File: src/rtl/clkdiv_pkg.sv
// Shared types and defaults for the board clock-divider controller.
package clkdiv_pkg;

    localparam int unsigned CntWidth = 26;
    // 1 Hz from 50 MHz: half-period of 25_000_000 cycles.
    localparam logic [CntWidth-1:0] DefDivisor = 26'd24_999_999;

    typedef enum logic [1:0] {
        StStop,
        StRun,
        StPend,
        StDrain
    } ctrl_state_e;

endpackage

File: src/rtl/prog_divider.sv
// Programmable divider: counts to div, then wraps, toggles clk_out and pulses tick.
module prog_divider
    import clkdiv_pkg::*;
#(
    parameter int unsigned CNT_W = CntWidth
) (
    input  logic             clock_50M,
    input  logic             reset,
    input  logic [CNT_W-1:0] div,
    input  logic             cnt_en,
    input  logic             clr,
    output logic [CNT_W-1:0] count,
    output logic             clk_out,
    output logic             tick,
    output logic             tc
);

    logic [CNT_W-1:0] count_q, count_d;
    logic             clk_out_q, clk_out_d;
    logic             tick_q, tick_d;

    assign tc = cnt_en && (count_q >= div);

    always_comb begin
        count_d   = count_q;
        clk_out_d = clk_out_q;
        tick_d    = 1'b0;
        if (clr) begin
            count_d   = '0;
            clk_out_d = 1'b0;
        end else if (tc) begin
            count_d   = '0;
            clk_out_d = ~clk_out_q;
            tick_d    = 1'b1;
        end else if (cnt_en) begin
            count_d = count_q + CNT_W'(1);
        end
    end

    always_ff @(posedge clock_50M) begin
        if (!reset) begin
            count_q   <= '0;
            clk_out_q <= 1'b0;
            tick_q    <= 1'b0;
        end else begin
            count_q   <= count_d;
            clk_out_q <= clk_out_d;
            tick_q    <= tick_d;
        end
    end

    assign count   = count_q;
    assign clk_out = clk_out_q;
    assign tick    = tick_q;

endmodule

File: src/rtl/clkdiv_ctrl.sv
// Run-time controller: start/stop sequencing and glitch-free divisor updates for prog_divider.
module clkdiv_ctrl
    import clkdiv_pkg::*;
#(
    parameter int unsigned      CNT_W   = CntWidth,
    parameter logic [CNT_W-1:0] DEF_DIV = CNT_W'(DefDivisor),
    parameter logic [CNT_W-1:0] MIN_DIV = CNT_W'(1)
) (
    input  logic             clock_50M,
    input  logic             reset,
    input  logic             en,
    input  logic             cfg_valid,
    input  logic [CNT_W-1:0] cfg_div,
    output logic             cfg_ready,
    output logic             clk_out,
    output logic             tick,
    output logic [CNT_W-1:0] count,
    output logic             busy,
    output logic             cfg_err
);

    ctrl_state_e      state_q, state_d;
    logic [CNT_W-1:0] div_active_q, div_active_d;
    logic [CNT_W-1:0] div_pend_q, div_pend_d;
    logic             pend_valid_q, pend_valid_d;
    logic             cfg_err_q, cfg_err_d;

    logic cnt_en, clr, tc;
    logic cfg_accept, cfg_take;

    assign cfg_ready  = (state_q == StStop) || (state_q == StRun);
    assign busy       = (state_q == StPend) || (state_q == StDrain);
    assign cfg_accept = cfg_valid && cfg_ready;
    assign cfg_take   = cfg_accept && (cfg_div >= MIN_DIV);

    always_comb begin
        state_d      = state_q;
        div_active_d = div_active_q;
        div_pend_d   = div_pend_q;
        pend_valid_d = pend_valid_q;
        cfg_err_d    = cfg_accept && !cfg_take;
        cnt_en       = 1'b0;
        clr          = 1'b0;
        unique case (state_q)
            StStop: begin
                clr = 1'b1;
                if (cfg_take) div_active_d = cfg_div;
                if (en) state_d = StRun;
            end
            StRun: begin
                cnt_en = 1'b1;
                if (cfg_take) begin
                    div_pend_d   = cfg_div;
                    pend_valid_d = 1'b1;
                end
                if (!en) state_d = StDrain;
                else if (cfg_take) state_d = StPend;
            end
            StPend: begin
                cnt_en = 1'b1;
                if (tc) begin
                    div_active_d = div_pend_q;
                    pend_valid_d = 1'b0;
                end
                if (!en) state_d = StDrain;
                else if (tc) state_d = StRun;
            end
            StDrain: begin
                // Finish a high half-period so clk_out never emits a runt pulse.
                if (clk_out) begin
                    cnt_en = 1'b1;
                    if (tc) state_d = StStop;
                end else begin
                    clr     = 1'b1;
                    state_d = StStop;
                end
                if ((state_d == StStop) && pend_valid_q) begin
                    div_active_d = div_pend_q;
                    pend_valid_d = 1'b0;
                end
            end
            default: state_d = StStop;
        endcase
    end

    always_ff @(posedge clock_50M) begin
        if (!reset) begin
            state_q      <= StStop;
            div_active_q <= DEF_DIV;
            div_pend_q   <= DEF_DIV;
            pend_valid_q <= 1'b0;
            cfg_err_q    <= 1'b0;
        end else begin
            state_q      <= state_d;
            div_active_q <= div_active_d;
            div_pend_q   <= div_pend_d;
            pend_valid_q <= pend_valid_d;
            cfg_err_q    <= cfg_err_d;
        end
    end

    assign cfg_err = cfg_err_q;

    prog_divider #(
        .CNT_W (CNT_W)
    ) u_prog_divider (
        .clock_50M (clock_50M),
        .reset     (reset),
        .div       (div_active_q),
        .cnt_en    (cnt_en),
        .clr       (clr),
        .count     (count),
        .clk_out   (clk_out),
        .tick      (tick),
        .tc        (tc)
    );

endmodule

File: config.mk
export PLATFORM = sky130hd
export DESIGN_NAME = clkdiv_ctrl
export DESIGN_NICKNAME = d
export VERILOG_FILES = /design/src/rtl/clkdiv_pkg.sv /design/src/rtl/prog_divider.sv /design/src/rtl/clkdiv_ctrl.sv
export SDC_FILE = /design/constraint.sdc
export NUM_CORES = 1
export LEC_CHECK = 0
export BUFFER_PORTS_ARGS = -buffer_cell sky130_fd_sc_hd__buf_2
export CORE_MARGIN = 2
export CORE_UTILIZATION = 40
export CTS_CLUSTER_DIAMETER = 60
export DETAILED_ROUTE_END_ITERATION = 16
export GPL_TIMING_DRIVEN = 0
export PLACE_DENSITY = 0.62
export SYNTH_ARGS = -nofsm -noshare
export SYNTH_HDL_FRONTEND = slang
export SYNTH_HIERARCHICAL = 1
export SYNTH_SLANG_ARGS = --single-unit
File: constraint.sdc
create_clock -name clock_50M -period 4.3 [get_ports clock_50M]
set_input_delay 1.075 -clock clock_50M [delete_from_list [all_inputs] [get_ports clock_50M]]
set_output_delay 1.075 -clock clock_50M [all_outputs]
set_load 0.1 [all_outputs]
# Word level (Yosys, flattened, before mapping)
# Index checks and enable logic that the tools add are counted.
# Widths: inputs -> output; s select.
word_totals:
  register_bits: 84
  latch_bits: 0
  ram_bits: 0
  rom_bits: 0
  inputBits: 30
  output_inout_bits: 31
  word_cells: 64
  memories: 0
classes:
  addsub: 1
  multipliers: 0
  div_mod_pow: 0
  n_lt_le_gt_ge: 2
  n_eq_ne: 10
  n_shift: 0
  n_mux: 22
  n_bitwise: 2
  reduce_logical: 19
op_table:
  columns: ["op", "n"]
  rows:
  - ["$mux 26", 3]
  - ["$pmux 26 s3", 1]
  - ["$add 26x1->26 const B", 1]
  - ["$ge 26x1->1 const B", 1]
  - ["$ge 26x26->1", 1]
  - ["$mux 2", 8]
  - ["$ne 2x2->1 const B", 4]
  - ["$pmux 2 s4", 1]
  - ["$reduce_and 4->1", 2]
  - ["$mux 1", 6]
  - ["$ne 3x3->1 const B", 2]
  - ["$reduce_bool 3->1", 2]
  - ["$logic_and 1x1->1", 5]
  - ["$eq 2x2->1 const B", 2]
  - ["$logic_not 2->1", 2]
  - ["$pmux 1 s2", 2]
  - ["$reduce_or 2->1", 2]
  - ["$pmux 1 s3", 1]
  - ["$reduce_and 3->1", 1]
  - ["$reduce_or 3->1", 1]
  - ["$eq 2x1->1 const B", 1]
  - ["$logic_or 1x1->1", 2]
  - ["$ne 2x1->1 const B", 1]
  - ["$not 1->1", 2]
  - ["2 further kinds", 2]

# Longest topological paths before layout
# Gate-level depths: netlist of the first run.
logic_depth:
  ltp_word: 11
  mapped_depth: 15
  depth_no_buf: 13

# Cells and area by module
# Netlist of the first run, hierarchy kept.
modules_own_cells:
  columns: ["mod", "n_inst", "cells_per_inst", "area_per_inst_um2", "seq_area_each_um2"]
  rows:
  - ["clkdiv_ctrl", 1, 280, 2687.6, 1121.1]
  - ["prog_divider", 1, 237, 1974.4, 560.5]

# Worst setup path after synthesis of the first run
# No wires, ideal clock.
synth_path:
  path_type: "reg2reg"
  startpoint: "register u_prog_divider.count_q[3] (netlist: u_prog_divider/count[3])"
  endpoint: "register div_active_q[10]"
  setup_time_ps: 116
  arrival_time_ps: 3679
  t_required_ps: 4184
  slack_ps: 505
  path_stages_with_launch: 14
  path_buffers: 1
  synth_period_minus_slack_ps: 3795
  cell_sequence: "dfxtp_1 > ha_1 > a21oi_1 > o21ai_1 > a2111o_1 > a21bo_1 > nand2_1 > nand2_1 > nand3b_1 > o221a_2 > o2111a_2 > buf_6 > or3_1 > o211a_1"
synth_between:
  elab_chain_len: 9
  elab_cells_between_ends: 10
  cone_classes: "order compare: 1; eq/ne: 2; mux: 3; reduce/logical: 4"
synth_lines:
  columns: ["element", "line_no", "text"]
  rows:
  - ["start, declared", "prog_divider.sv:18", "logic [CNT_W-1:0] count_q, count_d;"]
  - ["start signal, assigned", "prog_divider.sv:46", "count_q <= count_d;"]
  - ["$ge 26x26->1 (*)", "prog_divider.sv:22", "assign tc = cnt_en && (count_q >= div);"]
  - ["$logic_and 1x1->1 (*)", "prog_divider.sv:22", null]
  - ["named net tc", "clkdiv_ctrl.sv:28", "logic cnt_en, clr, tc;"]
  - ["$mux 2", "clkdiv_ctrl.sv:72", "if (tc) state_d = StStop;"]
  - ["$mux 2", "clkdiv_ctrl.sv:70", "if (clk_out) begin"]
  - ["$mux 2", "clkdiv_ctrl.sv:44", "unique case (state_q)"]
  - ["$logic_not 2->1", "clkdiv_ctrl.sv:77", "if ((state_d == StStop) && pend_valid_q) begin"]
  - ["$logic_and 1x1->1", "clkdiv_ctrl.sv:77", null]
  - ["$ne 2x1->1 (no source line)", null, null]
  - ["$reduce_and 4->1 (no source line) (*)", null, null]
  - ["end signal, assigned", "clkdiv_ctrl.sv:95", "div_active_q <= div_active_d;"]
  - ["end, declared", "clkdiv_ctrl.sv:23", "logic [CNT_W-1:0] div_active_q, div_active_d;"]
# Mark *: on every way through the listed nets, which the timed path passes. The rest lies on a longest branch. The select of a mux whose other input is x is not followed.
# A chain may end at the register's enable or synchronous reset.

# Worst setup path after layout of the first run
layout_path:
  startpoint: "register u_prog_divider.count_q[21] (netlist: u_prog_divider/count[21])"
  endpoint: "register div_active_q[13]"
# Same word-level chain as after synthesis.

==> results of run 1 <==
==> critical path, stage by stage (launching register included) <==
cell,delay (ps)
sky130_fd_sc_hd__dfxtp_1,450
sky130_fd_sc_hd__ha_1,300
sky130_fd_sc_hd__a21oi_1,140
sky130_fd_sc_hd__o21ai_0,90
sky130_fd_sc_hd__a221oi_1,550
sky130_fd_sc_hd__a21bo_1,360
sky130_fd_sc_hd__nand2_1,120
sky130_fd_sc_hd__nand2_1,70
sky130_fd_sc_hd__nand3b_1,260
sky130_fd_sc_hd__o221a_2,310
sky130_fd_sc_hd__o2111a_2,220
sky130_fd_sc_hd__buf_6,170
sky130_fd_sc_hd__buf_2,170
sky130_fd_sc_hd__nor3_1,190
sky130_fd_sc_hd__o21ai_1,90
==> metal layers <==
layer / vias up / global-route usage [%] / wire length, um
li1: 1984 / - / -
met1: 1807 / 23.3 / 5200
met2: 77 / 29.6 / 5080
met3: 8 / 2.01 / 444
met4: 0 / 7.24 / 95
met5: - / 0 / 0
==> sequential cells by signal, summed over array words and instances, names as in the netlist <==
name                    cells
u_prog_divider/clk_out      1
state_q                     2
cfg_err                     1
u_prog_divider/count       26
u_prog_divider/tick         1
pend_valid_q                1
div_pend_q                 26
div_active_q               26
==> layout make-up <==
cell class              instances  area share (%)
well taps                     143            3.28
plain buffers                  24            2.41
clock buffers                  11            4.26
clock inverters                 5            1.56
multi-input cells             375            49.9
flip-flops and latches         84            30.8
inverters                      34            2.34
repair buffers                 60            5.50
==> through the flow <==
stage	setup slack (ps)	hold slack, ps	utilization [%]	cell area [sq um]
after CTS	654	477	47.8	5460
after floorplan	505	444	-	4660
after detailed placement	706	461	45.0	5140
after global placement	774	454	45.0	5140
final	663	474	47.8	5460
after global routing	376	508	47.8	5460
==> placed cells by master, fill, tap and decap left out, types with 12 or more instances in the layout <==
master / instances
sky130_fd_sc_hd__mux2i_1: 44
sky130_fd_sc_hd__buf_2: 66
sky130_fd_sc_hd__xor2_1: 16
sky130_fd_sc_hd__nand3_1: 16
sky130_fd_sc_hd__clkbuf_1: 13
sky130_fd_sc_hd__a21oi_1: 14
sky130_fd_sc_hd__o21a_1: 17
sky130_fd_sc_hd__nand2_1: 40
sky130_fd_sc_hd__nand4_1: 14
sky130_fd_sc_hd__dfxtp_1: 84
sky130_fd_sc_hd__nor3_1: 20
sky130_fd_sc_hd__ha_1: 31
sky130_fd_sc_hd__o21ai_0: 23
sky130_fd_sc_hd__nor2b_1: 12
sky130_fd_sc_hd__nor2_2: 20
sky130_fd_sc_hd__inv_1: 34
sky130_fd_sc_hd__nor2_1: 15
==> path summary, 6_finish.rpt <==
check,slack [ps],depth (start not counted),start,to
setup / recovery,660,14,u_prog_divider/count[21],div_active_q[13]
hold / removal,470,2,div_pend_q[13],div_pend_q[13]
setup reg to reg,660,14,u_prog_divider/count[21],div_active_q[13]
hold reg to reg,470,2,div_pend_q[13],div_pend_q[13]
==> where the power goes <==
group | total [mW] | internal [mW] | switching [mW]
clock network | 0.827 | 0.512 | 0.314
registers | 0.973 | 0.900 | 0.0726
logic | 0.988 | 0.404 | 0.584
total | 2.79 | 1.82 | 0.971
==> kinds of logic after synthesis <==
kind of cell | after synthesis | synth area share, %
xor gates and xnor gates | 23 | 4.32
adders and majority gates | 31 | 8.32
and+or+nand+nor | 179 | 20.7
AOI/OAI and AO/OA | 89 | 13.4
muxes | 53 | 11.6
buffers and inverters | 58 | 5.56
DFF | 84 | 36.1
==> metrics.md, run 1 <==
| Metric | Value |
|---|---|
| Setup TNS after final layout | 0 ps |
| Critical path launch point type | flip-flop |
| Starting density of the core | 40.8% |
| Post-route insts no fill | 736 |
| Number of instances in the synthesized netlist | 517 |
| Maximum root-to-sink buffer count | 2 |
| Inserted Diodes | 0 |
| First-pass GRT wire length | 18000 um |
| Number of synthesized register bits | 84 |
| DRC violation count after routing | 0 |
| Result of the run | finished, final reports clean |
| FF+latch area | 0.00168 sq mm |
| Number of nets at the end of the flow | 649 |
| Most frequent cells after synthesis | sky130_fd_sc_hd__dfxtp_1 (84), sky130_fd_sc_hd__mux2i_1 (44), sky130_fd_sc_hd__nand2_1 (40) |
| Sum of internal, switching and leakage power | 2.79 mW |
| Clock latency of the later-clocked register in the worst-skew pair | 340 ps |
| Placed instance count | 720 |
| Cell area after technology mapping | 0.00466 sq mm |
| Drt wl/cell | 14.7 um |
| DRT Wirelength | 10800 um |
| Cell type with the highest aggregate area in the netlist | sky130_fd_sc_hd__dfxtp_1 |
| Port-buffer cells | 60 |
| Net count of the mapped netlist | 578 |
| Most numerous cell in the Yosys netlist | sky130_fd_sc_hd__dfxtp_1 |
| Fmax achieved | 275 MHz |
| CTS tree | done |
| Global placer's final weighted congestion | 0.842 |
| Root buffer selected by CTS | sky130_fd_sc_hd__clkbuf_16 |
| Hold-fix buffers, CTS | 0 |
| Maximum level of the CTS H-tree | 3 |
| Worst rel slew slack | 56.7% |
| Setup repair after global routing missed its margin | false |
| Worst Max-Slew Pin Slew | 650 ps |
| Residual antenna-violating net count after detailed routing | 0 |
| Cts bufs inserted | 9 |
| Post-route clock period utilization | 84.6% |
| Drt first pass iters | 5 |
| Fraction of registers with async set/reset | 0% |
| Crit Path Class | flip-flop to flip-flop |
| Height of the chip | 112 um |
| Critical path data required time | 4500 ps |
| Fraction of synthesized cell area taken by the top area cell type | 36.1% |
| Die X-Extent | 112 um |
| CTS clock-pin slew for the worst setup and hold paths | 60 ps |
| Final Skew | 7.41 ps |
| Largest net degree at the start of global routing | 15 |
| Class of the tightest hold or removal check | flip-flop to flip-flop |
| Maximum ir drop on the vdd rail | 0.000221 V |
| Total global routing overflow | 0 |
| Endpoint type of the worst setup path | flip-flop |
| YS warnings | 6 |
| Area grow syn2layout | 17.1% |
| Leakage dissipation | 2.65 nW |
| Share of post-route cells with drive strength above 1 | 20.6% |
| Final Hold Violating Endpoints | 0 |
| DP Wirelength | 8420 um |
| Power Density | 511 mW/mm^2 |
| Site Rows | 39 |
| Data arrival time of the worst path | 3840 ps |
| Post-synth cell types | 53 |
| Number of max-capacitance violations reported | 0 |
| Number of synthesized flops with an enable pin | 0 |
| Ranking of synthesized cells by area | sky130_fd_sc_hd__dfxtp_1 (36%), sky130_fd_sc_hd__mux2i_1 (9.4%), sky130_fd_sc_hd__ha_1 (8.3%) |
| Top fanout value on the critical path | 10 |
| Antenna violations before repair | 0 |
| Area of the die | 0.0125 sq mm |
| Most instantiated flip-flop cell in the synthesis netlist | sky130_fd_sc_hd__dfxtp_1 |
| Avg Inst Size Synth | 9.02 sq um |
| Count of instances resized after the clock tree is built | 0 |
| Layout filler cell count | 1127 |
| Total area of multi-input combinational cells | 0.00272 sq mm |
| Top-level port count | 61 |
| Routed vias | 3876 |
| Fraction of the yosys area taken by sequential cells | 36.1% |
| Number of DRC markers after the initial detailed-route iteration | 191 |
| Aggregate global-route resource usage | 17.7% |
| Sinks on the clock net | 84 |
| Via-to-Cell Ratio | 5.27 |
| Number of buffers added for setup after CTS | 0 |
| Vias in the first global route | 3728 |
| Final count of pins violating max slew | 0 |
| Number of setup violations in the final report | 0 |
| Time the worst path needs with I/O delays and setup | 3640 ps |
| Placeable core area | 0.0114 sq mm |
Power figures use the tool's default switching activity.
==> run 2: changes to the inputs <==
--- a/config.mk
+++ b/config.mk
@@ -5,13 +5,14 @@
 export SDC_FILE = /design/constraint.sdc
 export NUM_CORES = 1
 export LEC_CHECK = 0
+export ABC_AREA = 1
 export BUFFER_PORTS_ARGS = -buffer_cell sky130_fd_sc_hd__buf_2
 export CORE_MARGIN = 2
 export CORE_UTILIZATION = 40
 export CTS_CLUSTER_DIAMETER = 60
 export DETAILED_ROUTE_END_ITERATION = 16
 export GPL_TIMING_DRIVEN = 0
-export PLACE_DENSITY = 0.62
+export PLACE_DENSITY = 0.64
 export SYNTH_ARGS = -nofsm -noshare
 export SYNTH_HDL_FRONTEND = slang
 export SYNTH_HIERARCHICAL = 1
==> constraint.sdc (replaced) <==
create_clock -name clock_50M -period 3.2 [get_ports clock_50M]
set_input_delay 0.8 -clock clock_50M [delete_from_list [all_inputs] [get_ports clock_50M]]
set_output_delay 0.8 -clock clock_50M [all_outputs]
set_load 0.1 [all_outputs]
==> metrics.md, run 2 <==
| Metric | Value |
|---|---|
| Height of the chip | 117 um |
| Internal Dissipation | 2.31 mW |
| Final Skew | 5.80 ps |
| Die X-Extent | 117 um |
| Adder-cell share of the synthesized area | 7.58% |
| Number of DRC markers after the initial detailed-route iteration | 255 |
| Worst Max-Slew Pin Slew | 710 ps |
| Most numerous cell in the Yosys netlist | sky130_fd_sc_hd__nand2_1 |
| Area of the die | 0.0137 sq mm |
| Clk network pwr share | 28.3% |
| Aggregate global-route resource usage | 18.5% |
| Setup repair after global routing missed its margin | false |
| Share of post-route cells with drive strength above 1 | 23.3% |
| Total global routing overflow | 0 |
| FF+latch area | 0.00168 sq mm |
| Power Density | 607 mW/mm^2 |
| Logic gate share of total power | 35.0% |
| Largest net degree at the start of global routing | 13 |
| Top-level port count | 61 |
| DRT Wirelength | 11400 um |
| Depth of the worst register-to-register path | 20 |
| Critical path data required time | 2400 ps |
| Maximum ir drop on the vdd rail | 0.000306 V |
| Placeable core area | 0.0126 sq mm |
| Via-to-Cell Ratio | 4.62 |
| Residual antenna-violating net count after detailed routing | 0 |
| Final hold slack | 446 ps |
| Result of the run | finished, final reports clean |
| Ranking of synthesized cells by area | sky130_fd_sc_hd__dfxtp_1 (33%), sky130_fd_sc_hd__nand2_1 (12%), sky130_fd_sc_hd__ha_1 (7.6%) |
| Largest stage delay, worst path | 410 ps |
| Critical path launch point type | flip-flop |
| Most frequent cells after synthesis | sky130_fd_sc_hd__nand2_1 (164), sky130_fd_sc_hd__inv_1 (92), sky130_fd_sc_hd__dfxtp_1 (84) |
| Post-synth cell types | 39 |
| Most common library cell in the layout ignoring fill and taps | sky130_fd_sc_hd__nand2_1 |
| Port-buffer cells | 60 |
| Number of buffers added for setup after CTS | 0 |
| Root buffer selected by CTS | sky130_fd_sc_hd__clkbuf_16 |
| Data arrival time of the worst path | 2140 ps |
| Sequential share of power | 36.7% |
| CTS clock-pin slew for the worst setup and hold paths | 60 ps |
| Crit Path Class | flip-flop to primary output |
| Cts bufs inserted | 9 |
| Flop2flop setup slack | 530 ps |
| Most instantiated flip-flop cell in the synthesis netlist | sky130_fd_sc_hd__dfxtp_1 |
| Combined buffer and inverter count along the critical path | 4 |
| Number of nets at the end of the flow | 818 |
| Net count of the mapped netlist | 747 |
| Clock latency of the later-clocked register in the worst-skew pair | 340 ps |
| Worst rel slew slack | 52.7% |
| Setup TNS after final layout | 0 ps |
| Number of synthesized flops with an enable pin | 0 |
| Cell with the most instances on the worst path | sky130_fd_sc_hd__inv_1 |
| Count of instances resized after the clock tree is built | 0 |
| Fraction of registers with async set/reset | 0% |
| First-pass GRT wire length | 19600 um |
| Number of synthesized register bits | 84 |
| Time the worst path needs with I/O delays and setup | 2940 ps |
| Cells on Worst Hold Path | 2 |
| Final count of pins violating max slew | 0 |
| Maximum level of the CTS H-tree | 3 |
| Class of the tightest hold or removal check | flip-flop to flip-flop |
| Number of setup violations in the final report | 0 |
| Starting density of the core | 40.7% |
| Cell type with the highest aggregate area in the netlist | sky130_fd_sc_hd__dfxtp_1 |
| Startpoint of the worst hold path | div_pend_q[23] |
| Vias in the first global route | 4079 |
| Hold-fix buffers, CTS | 0 |
| Area fraction in and, or, nand and nor cells after synthesis | 31.8% |
| Top fanout value on the critical path | 10 |
| Main combinational cell family by area after synthesis | simple AND/OR/NAND/NOR gates |
| Total area of multi-input combinational cells | 0.00287 sq mm |
| Cell area after technology mapping | 0.00511 sq mm |
| Switching portion of total power | 35.7% |
| Endpoint type of the worst setup path | primary output |
| Avg Inst Size Synth | 7.46 sq um |
| Net switching power | 1.28 mW |
| Drt first pass iters | 5 |
| Inserted Diodes | 0 |
| DRC violation count after routing | 0 |
| Minimum setup slack after placement | 519 ps |
| Fraction of the yosys area taken by sequential cells | 32.9% |
| Sum of internal, switching and leakage power | 3.59 mW |
| Commonest cells after routing, fill and taps aside | sky130_fd_sc_hd__nand2_1 (164), sky130_fd_sc_hd__inv_1 (92), sky130_fd_sc_hd__dfxtp_1 (84) |
| Minimum setup slack in the final design | 261 ps |
| Area grow syn2layout | 15.7% |
| Multiplexer fraction of the synthesized cell area | 0.783% |
| Global placer's final weighted congestion | 0.853 |
| Site Rows | 41 |
| DP Wirelength | 8990 um |
| Layout filler cell count | 1295 |
| Routed vias | 4306 |
| Antenna violations before repair | 0 |
| Fraction of synthesized cell area taken by the top area cell type | 32.9% |
| CP top delay family | buffers and inverters |
| Launch instance of the worst register-to-register path | div_active_q[25] |
| Sinks on the clock net | 84 |
| Worst R2R End | div_active_q[15] |
| Complex-gate fraction of the synthesized area | 12.3% |
| Leakage dissipation | 2.86 nW |
| CTS tree | done |
| Final Hold Violating Endpoints | 0 |
| Fmax achieved | 340 MHz |
| Post-route clock period utilization | 91.8% |
| Fraction of synthesized cell area in xor and xnor cells | 3.60% |
| Number of max-capacitance violations reported | 0 |
| Standard cell with the maximum stage delay on the critical path | sky130_fd_sc_hd__dfxtp_1 |
| YS warnings | 6 |
| Cells along the critical path | inv_1 > ha_1 > nor2_4 > clkbuf_1 > inv_1 > buf_2 |
| Maximum root-to-sink buffer count | 2 |
| Drt wl/cell | 12.3 um |
| Number of instances in the synthesized netlist | 686 |
| Terminating pin of the worst hold path | div_pend_q[23] |
==> run 2: cell count changes in the layout (fill, tap and decap cells not counted), sizes merged, moves of 16 or more <==
cell	delta
mux2i	-40
inv	+62
nor2	+63
o21a	-16
nand2	+141
nand3	+21
==> run 2: worst max-delay path by stage <==
stage / from / to / slack (ps) / cells past startpoint
6_report: state_q[0] / busy / 260 / 6
5_1_grt: state_q[0] / busy / 30 / 6
4_1_cts: state_q[0] / busy / 210 / 6
3_5_place_dp: state_q[1] / div_active_q[15] / 520 / 17
3_3_place_gp: state_q[1] / div_active_q[15] / 520 / 17
2_1_floorplan: u_prog_divider/count[17] / div_active_q[16] / 160 / 19
==> run 2: power by group through the flow <==
stage	registers (mW)	logic [mW]	clock network, mW
final	1.32	1.26	1.02
after CTS	1.32	1.27	1.05
after global placement	1.34	1.26	0
after detailed placement	1.34	1.26	0
after global routing	1.34	1.43	1.11
after floorplan	1.32	1.01	0
==> run 2: metrics by stage <==
step	instances	area (sq um)	util, %
finish	933	5920	47.1
global route	933	5920	47.1
CTS	933	5920	47.1
detailed placement	918	5630	44.8
global placement	918	5630	44.8
floorplan	686	5110	-
==> run 2: layer usage <==
metal | track usage (%) | vias up | part of all wire [%]
met5 | 0 | - | 0
met2 | 28.8 | 86 | 44
met4 | 5.18 | 0 | 1.1
met3 | 5.10 | 9 | 4.4
li1 | - | 2317 | -
met1 | 25.3 | 1894 | 50
==> run 2: layout make-up <==
class	count	share of cell area [%]
multi-input combinational	482	48.4
sequential	84	28.4
inverter	97	6.24
timing repair buffer	60	5.08
clock buffer	13	4.23
tap	172	3.64
buffer	23	3.36
clock inverter	2	0.592
==> run 2: tightest hold or removal path: stages (launching register included) <==
cell and delay [ps]:
sky130_fd_sc_hd__dfxtp_1 300, sky130_fd_sc_hd__inv_1 50, sky130_fd_sc_hd__a21oi_1 50
==> run 2: kinds of logic after synthesis <==
logic type	after synthesis
xor+xnor	21
fa+ha+maj	31
simple gates	340
buf+inv	120
compound gates	86
mux	4
flops	84
==> run 3: changes to the inputs <==
--- a/config.mk
+++ b/config.mk
@@ -15,5 +15,4 @@
 export PLACE_DENSITY = 0.64
 export SYNTH_ARGS = -nofsm -noshare
 export SYNTH_HDL_FRONTEND = slang
-export SYNTH_HIERARCHICAL = 1
 export SYNTH_SLANG_ARGS = --single-unit
==> metrics.md, run 3 <==
| Metric | Value |
|---|---|
| Cts bufs inserted | 9 |
| Placed instance count | 882 |
| DRC violation count after routing | 0 |
| Power Density | 655 mW/mm^2 |
| Avg Inst Size Synth | 6.90 sq um |
| Placeable core area | 0.0114 sq mm |
| Maximum level of the CTS H-tree | 3 |
| Antenna violations before repair | 0 |
| First-pass GRT wire length | 19400 um |
| Total global routing overflow | 0 |
| Cell type with the highest aggregate area in the netlist | sky130_fd_sc_hd__dfxtp_1 |
| DP Wirelength | 9090 um |
| Number of setup violations in the final report | 0 |
| Hold-fix buffers, CTS | 0 |
| Net count of the mapped netlist | 740 |
| DRT Wirelength | 11600 um |
| Drt wl/cell | 13.0 um |
| Cells on Worst Hold Path | 2 |
| Commonest cells after routing, fill and taps aside | sky130_fd_sc_hd__nand2_1 (201), sky130_fd_sc_hd__dfxtp_1 (84), sky130_fd_sc_hd__nor2_1 (77) |
| Number of max-capacitance violations reported | 0 |
| Most numerous cell in the Yosys netlist | sky130_fd_sc_hd__nand2_1 |
| Root buffer selected by CTS | sky130_fd_sc_hd__clkbuf_16 |
| Port-buffer cells | 60 |
| Fraction of the yosys area taken by sequential cells | 35.9% |
| Ranking of synthesized cells by area | sky130_fd_sc_hd__dfxtp_1 (36%), sky130_fd_sc_hd__nand2_1 (16%), sky130_fd_sc_hd__ha_1 (8.3%) |
| Cell area after technology mapping | 0.00468 sq mm |
| Setup repair after global routing missed its margin | false |
| Share of post-route cells with drive strength above 1 | 14.1% |
| CTS clock-pin slew for the worst setup and hold paths | 60 ps |
| Layout filler cell count | 1182 |
| Sum of internal, switching and leakage power | 3.57 mW |
| Launch instance of the worst register-to-register path | div_active_q[25] |
| Fraction of registers with async set/reset | 0% |
| Result of the run | finished, final reports clean |
| Fmax achieved | 330 MHz |
| Routed met1 length | 5480 um |
| Most instantiated flip-flop cell in the synthesis netlist | sky130_fd_sc_hd__dfxtp_1 |
| Largest net degree at the start of global routing | 14 |
| Number of synthesized register bits | 84 |
| Most common library cell in the layout ignoring fill and taps | sky130_fd_sc_hd__nand2_1 |
| Startpoint of the worst hold path | div_pend_q[10] |
| Starting density of the core | 41.0% |
| Leakage dissipation | 2.76 nW |
| Height of the chip | 112 um |
| Most frequent cells after synthesis | sky130_fd_sc_hd__nand2_1 (201), sky130_fd_sc_hd__dfxtp_1 (84), sky130_fd_sc_hd__nor2_1 (77) |
| Class of the tightest hold or removal check | flip-flop to flip-flop |
| Residual antenna-violating net count after detailed routing | 0 |
| Maximum ir drop on the vdd rail | 0.000321 V |
| Routed vias | 4437 |
| Data arrival time of the worst path | 2230 ps |
| Drt first pass iters | 5 |
| Post-synth cell types | 39 |
| Global placer's final weighted congestion | 0.893 |
| Number of instances in the synthesized netlist | 679 |
| Number of nets at the end of the flow | 811 |
| Number of DRC markers after the initial detailed-route iteration | 268 |
| Setup TNS after final layout | 0 ps |
| Inserted Diodes | 0 |
| Flop2flop setup slack | 640 ps |
| YS warnings | 0 |
| Via-to-Cell Ratio | 4.95 |
| Post-route insts no fill | 897 |
| Die X-Extent | 112 um |
| Aggregate global-route resource usage | 18.9% |
| Top-level port count | 61 |
| Vias in the first global route | 4020 |
| CTS tree | done |
| Endpoint type of the worst setup path | primary output |
| Top Metal Used | met4 |
| Met2 wire len | 5490 um |
| Met3 WL | 548 um |
| Depth of the worst register-to-register path | 12 |
| Time the worst path needs with I/O delays and setup | 3030 ps |
| Worst R2R End | u_prog_divider.count[23] |
| Fraction of synthesized cell area taken by the top area cell type | 35.9% |
| Final count of pins violating max slew | 0 |
| Critical path data required time | 2400 ps |
| Top fanout value on the critical path | 10 |
| Sinks on the clock net | 84 |
| Worst Max-Slew Pin Slew | 789 ps |
| Site Rows | 39 |
| Critical path launch point type | flip-flop |
| Terminating pin of the worst hold path | div_pend_q[10] |
| Worst rel slew slack | 47.0% |
| Area grow syn2layout | 16.4% |
| Final Hold Violating Endpoints | 0 |
| Crit Path Class | flip-flop to primary output |
| Maximum root-to-sink buffer count | 2 |
| Clock latency of the later-clocked register in the worst-skew pair | 340 ps |
| Number of buffers added for setup after CTS | 0 |
| Final core utilization | 47.7% |
| Post-route clock period utilization | 94.7% |
| Number of synthesized flops with an enable pin | 0 |
| Final Skew | 8.41 ps |
| Area of the die | 0.0126 sq mm |
run 3: cell types whose count changed in the layout (fill, tap and decap cells not counted), moves of 17 or more:
cell	before	now
sky130_fd_sc_hd__nand3_1	28	46
sky130_fd_sc_hd__o211ai_2	17	0
sky130_fd_sc_hd__nand4_1	9	27
sky130_fd_sc_hd__nand2_1	164	201
sky130_fd_sc_hd__nor2_2	24	4
sky130_fd_sc_hd__inv_1	92	74
run 3: per-layer routing:
metal / up-vias / GRT usage [%]
li1: 2318 / -
met2: 103 / 31.5
met5: - / 0
met4: 0 / 4.80
met1: 2006 / 25.3
met3: 10 / 3.67
run 3: area by class of cell:
| class | count | area, sq um | share of cell area (%) |
|---|---|---|---|
| multi-input combinational | 495 | 2610 | 47.9 |
| timing repair buffer | 60 | 303 | 5.56 |
| buffer | 24 | 104 | 1.91 |
| sequential | 84 | 1680 | 30.9 |
| inverter | 76 | 285 | 5.24 |
| tap | 143 | 179 | 3.28 |
| clock inverter | 4 | 51.3 | 0.942 |
| clock buffer | 11 | 233 | 4.27 |
run 3: worst max-delay path by stage:
stage / start / endpoint / slack, ps / cells past startpoint
6_report: state_q[0] / busy / 170 / 5
5_1_grt: state_q[0] / busy / 40 / 5
4_1_cts: state_q[0] / busy / 70 / 5
3_5_place_dp: cfg_div[2] / div_pend_q[23] / 210 / 9
2_1_floorplan: u_prog_divider.count[17] / div_active_q[10] / 450 / 14
3_3_place_gp: cfg_div[2] / div_pend_q[9] / 300 / 9
run 3: repair_timing:
item                                    CTS  global route
endpoints found under the hold margin     0             0
endpoints found under the setup margin    0             1
gates resized for setup                   0             2
run 3: through the flow:
step	hold slack (ps)	setup slack, ps	area, sq um
after global placement	433	295	5160
after detailed placement	442	214	5160
after global routing	463	41.0	5450
final	447	171	5450
after floorplan	425	449	4680
after CTS	451	67.9	5450
run 3: cell families (layout without fill, tap and decap cells):
kind of cell | count (synthesis) | count (layout) | synth area share, %
compound gates | 59 | 59 | 6.81
xor+xnor | 17 | 17 | 3.18
simple gates | 388 | 388 | 37.5
fa+ha+maj | 31 | 31 | 8.28
flops | 84 | 84 | 35.9
buf+inv | 100 | 175 | 8.31
run 3: where the power goes:
part	leakage [nW]	internal, mW	total, mW	switching, mW
clock	0.136	0.601	1.02	0.423
combinational	1.94	0.375	1.22	0.847
sequential	0.686	1.23	1.32	0.0888
total	2.76	2.21	3.57	1.36
run 3: worst max-delay path, stage by stage, from the launching register on:
cell	delay (ps)
sky130_fd_sc_hd__dfxtp_1	430
sky130_fd_sc_hd__ha_1	350
sky130_fd_sc_hd__nor2_1	130
sky130_fd_sc_hd__inv_2	170
sky130_fd_sc_hd__clkbuf_1	380
sky130_fd_sc_hd__clkbuf_4	430
